File: config.mk
export PLATFORM = sky130hd
export DESIGN_NAME = arm_regfile
export DESIGN_NICKNAME = d
export VERILOG_FILES = /design/src/rtl/arm_regfile.sv
export SDC_FILE = /design/constraint.sdc
export NUM_CORES = 2
export LEC_CHECK = 0
export ABC_AREA = 0
export BUFFER_PORTS_ARGS = -buffer_cell sky130_fd_sc_hd__clkbuf_2
export CAP_MARGIN = 10
export CORE_MARGIN = 5
export CORE_UTILIZATION = 56
export DETAILED_ROUTE_END_ITERATION = 10
export PLACE_DENSITY_LB_ADDON = 0.08
export SETUP_SLACK_MARGIN = 0.3
export SLEW_MARGIN = 5
export SYNTH_ARGS = -nofsm -noshare
export SYNTH_HDL_FRONTEND = slang
export SYNTH_SLANG_ARGS = --single-unit
File: constraint.sdc
create_clock -name clk -period 14.7 [get_ports clk]
set_input_delay 0.735 -clock clk [delete_from_list [all_inputs] [get_ports clk]]
set_output_delay 0.735 -clock clk [all_outputs]
set_load 0.1 [all_outputs]
File: src/rtl/arm_regfile.sv
// rtl/arm_regfile.sv - ARM architectural register file R0-R14 with R15 mapped to PC+8
module arm_regfile #(
    parameter int                 WIDTH       = 32,
    parameter logic [WIDTH-1:0]   RESET_VALUE = '0
) (
    input  logic             clk,
    input  logic             reset,
    input  logic [1:0]       regSrc,
    input  logic             regWrite,
    input  logic [19:0]      instr,
    input  logic [WIDTH-1:0] wd3,
    input  logic [WIDTH-1:0] pcPlus8,
    output logic [WIDTH-1:0] rd1,
    output logic [WIDTH-1:0] rd2,
    output logic [3:0]       ra1,
    output logic [3:0]       ra2,
    input  logic [3:0]       dbgAddr,
    output logic [WIDTH-1:0] dbgData
);

    localparam logic [3:0] PC_ADDR = 4'd15;

    logic [WIDTH-1:0] regs [15];
    logic [3:0]       rn;
    logic [3:0]       rd;
    logic [3:0]       rm;
    logic [3:0]       wa3;
    logic             unused_instr_bits;

    assign rn  = instr[19:16];
    assign rd  = instr[15:12];
    assign rm  = instr[3:0];
    assign wa3 = rd;
    assign unused_instr_bits = ^instr[11:4];

    assign ra1 = regSrc[0] ? PC_ADDR : rn;
    assign ra2 = regSrc[1] ? rd : rm;

    // R15 is never stored, so writes aimed at it simply fall away.
    always_ff @(posedge clk or posedge reset) begin
        if (reset) begin
            for (int i = 0; i < 15; i++) begin
                regs[i] <= RESET_VALUE;
            end
        end else if (regWrite && (wa3 != PC_ADDR)) begin
            regs[wa3] <= wd3;
        end
    end

    // Reads are unbypassed so wd3 can never loop back combinationally into rd1/rd2.
    always_comb begin
        rd1     = (ra1 == PC_ADDR) ? pcPlus8 : regs[ra1];
        rd2     = (ra2 == PC_ADDR) ? pcPlus8 : regs[ra2];
        dbgData = (dbgAddr == PC_ADDR) ? pcPlus8 : regs[dbgAddr];
    end

endmodule

==> metrics.yaml <==
timing:
  setup_tns_ns: 0
  fmax_ghz: 0.173
  hold_violations: 0
  worst_pin_slew_ns: 1.31
  setup_viol_count_final: 0
  drv_slew: 0
  post-route-period-util_pct: 39.4
  fin_skew_ns: 0
  slew_headroom_pct: 11.5
  period_minus_slack_ns: 5.79
  rsz0062_at_grt: "no"
critical_path:
  arrival_ns: 5.06
  startpoint_type: "primary input"
  critPathKind: "in2out"
  critPathRequiredTime_ns: 13.97
  max_stage_delay_ns: 0.95
  critPathMaxFanout: 66
  cp_slowest_cell: "buf_4"
  cp-end-kind: "output pin"
  path_cells: "clkbuf_2 > mux2i_2 > buf_4 > inv_6 > buf_4 > mux2_2 > o221ai_1 > o221a_2 > o22ai_1 > clkbuf_2"
placed_design:
  hpwl_um: 75600
  gp_congestion: 0.905
  io_buffers: 188
global_routing:
  antenna_found_initial: 20
  grt_pass1_wl_um: 192000
  grt_pass1_vias: 27600
  grt_max_degree: 116
  grt.total_usage_pct: 43.0
  gr-total-overflow: 0
final_layout:
  largest_register_ffs: 480
  utilization_pct: 62.0
  drive_gt1_share_pct: 38.1
  final_common_cell: "mux2_2"
  registers.top_by_ff_count: "regs"
  final_cell_mix: "mux2_2, dfrtp_1, nand2_1"
  final_nets: 2947
  syn_to_final_growth_pct: 10.2
  top_regs: "regs (480)"
logic_synthesis:
  synth_ff_type: "dfrtp_1"
  yosysUniqueCellTypes: 60
  avgSynthCellArea_sq_um: 11.1
  synth_warnings: 0
  seq_area_frac_synth_pct: 38.1
  synth_area_leader_cell: "dfrtp_1"
  async_flop_share_pct: 100
  syn_nets: 2935
  netlist_area_sq_mm: 0.0315
  synth_top_area_share_pct: 38.1
  netlist_instances: 2842
  synth_seq_cells: 480
  synthTopCellsByArea: "dfrtp_1, mux2_2, mux4_2"
  synth_edf_count: 0
die:
  initial_core_util_pct: 56.2
  core_area_sq_mm: 0.0561
  die-area_sq_mm: 0.0611
  die_w_um: 247
  num_io_pins: 197
  die_h_um: 247
  rows: 87
cts:
  ctsHoldBuffers: 0
  cts-root-buf: "clkbuf_16"
  path_clk_slew_ns: 0.06
  cts_resized: 0
  cts.htree.levels: 2
  cts_tree: "built"
  numCtsBuffers: 56
  clock_latency_ns: 0.65
  postCtsSetupBuffers: 0
  cts.path.max_buffers: 3
  clkSinkCount: 480
drt:
  wirelength_um: 134000
  ant_nets: 0
  viasPerCell: 7.65
  drc: 0
  vias: 28100
  avgRoutedWirePerCell_um: 36.5
  dr.first_iter.drc_count: 4711
  drt_pass1_iterations: 7
pwr:
  ir_drop_uv: 131
  powerDensity_mw_per_mm2: 145
  leakage_nw: 14.5
run_status:
  outcome: "complete, no violations"
hold_path:
  hold_path.class: "in2async"
run:
  drv_cap: 0
layer usage:
layer  GRT usage [%]  part of all wire [%]  vias up  wire [um]
li1                -                     -    10900          -
met1            55.4                    35    13900      47500
met2            61.5                    42     2598      56700
met3            15.9                    15      606      19700
met4            27.1                   7.4       10       9960
met5               0                 0.053        -         71
per-stage QoR:
step	setup WS (ns)	cell area, sq um	total power [mW]	instances	hold WS (ns)
after global placement	9.14	32900	3.53	3552	0.515
after floorplan	0.572	31500	3.17	2842	0.498
after CTS	9.16	34700	5.00	3656	0.296
after global routing	8.99	34700	5.22	3668	0.324
after detailed placement	9.17	32900	3.60	3552	0.525
final	8.91	34700	5.05	3671	0.231
critical path: cells and delay by family:
kind                   cells  cell delay [ns]
buffers and inverters      5             3.00
AO/OA/AOI/OAI              3             0.75
multiplexers               2             0.45
where the power goes:
group          leakage [nW]  total, mW  switching, mW  internal [mW]
registers              5.89       1.97          0.336           1.63
clock network         0.909       1.42          0.603          0.814
logic                  7.72       1.67          0.984          0.685
logic make-up after synthesis:
logic type             count (synthesis)  share of synthesized area, %
flip-flops                           480                          38.1
AO/OA/AOI/OAI                        635                          14.7
AND/OR/NAND/NOR                      525                          7.46
multiplexers                         884                          35.5
buffers and inverters                318                          4.29
final timing paths:
check | endpoint | slack, ns | cells after the start | start
max | rd2[19] | 8.91 | 10 | instr[1]
min | regs[216] | 0.23 | 2 | reset
max reg2reg | regs[377] | 13.84 | 1 | regs[377]
min reg2reg | regs[72] | 0.54 | 1 | regs[72]
max in group asynchronous | regs[455] | 12.25 | 4 | reset
min in group clk | regs[72] | 0.54 | 1 | regs[72]
synthesized netlist by cell type (52+ instances only):
cell type	n
mux2i_1	182
a21oi_1	88
nor2_1	116
o22ai_1	75
nor2b_1	65
dfrtp_1	480
nand2_1	233
nand3_1	60
o21ai_0	88
buf_2	91
mux2_2	567
clkbuf_1	173
mux4_2	129
a211oi_1	52
cell type report:
type,count,area (sq um)
Tap cell,756,946
Sequential cell,480,12000
Inverter,12,60.1
Multi-Input combinational cell,2044,18400
Fill cell,4506,21300
Timing Repair Buffer,260,1510
Antenna cell,15,37.5
Clock buffer,86,1680
Clock inverter,18,146
No activity file was read; power rests on OpenSTA's default activity.
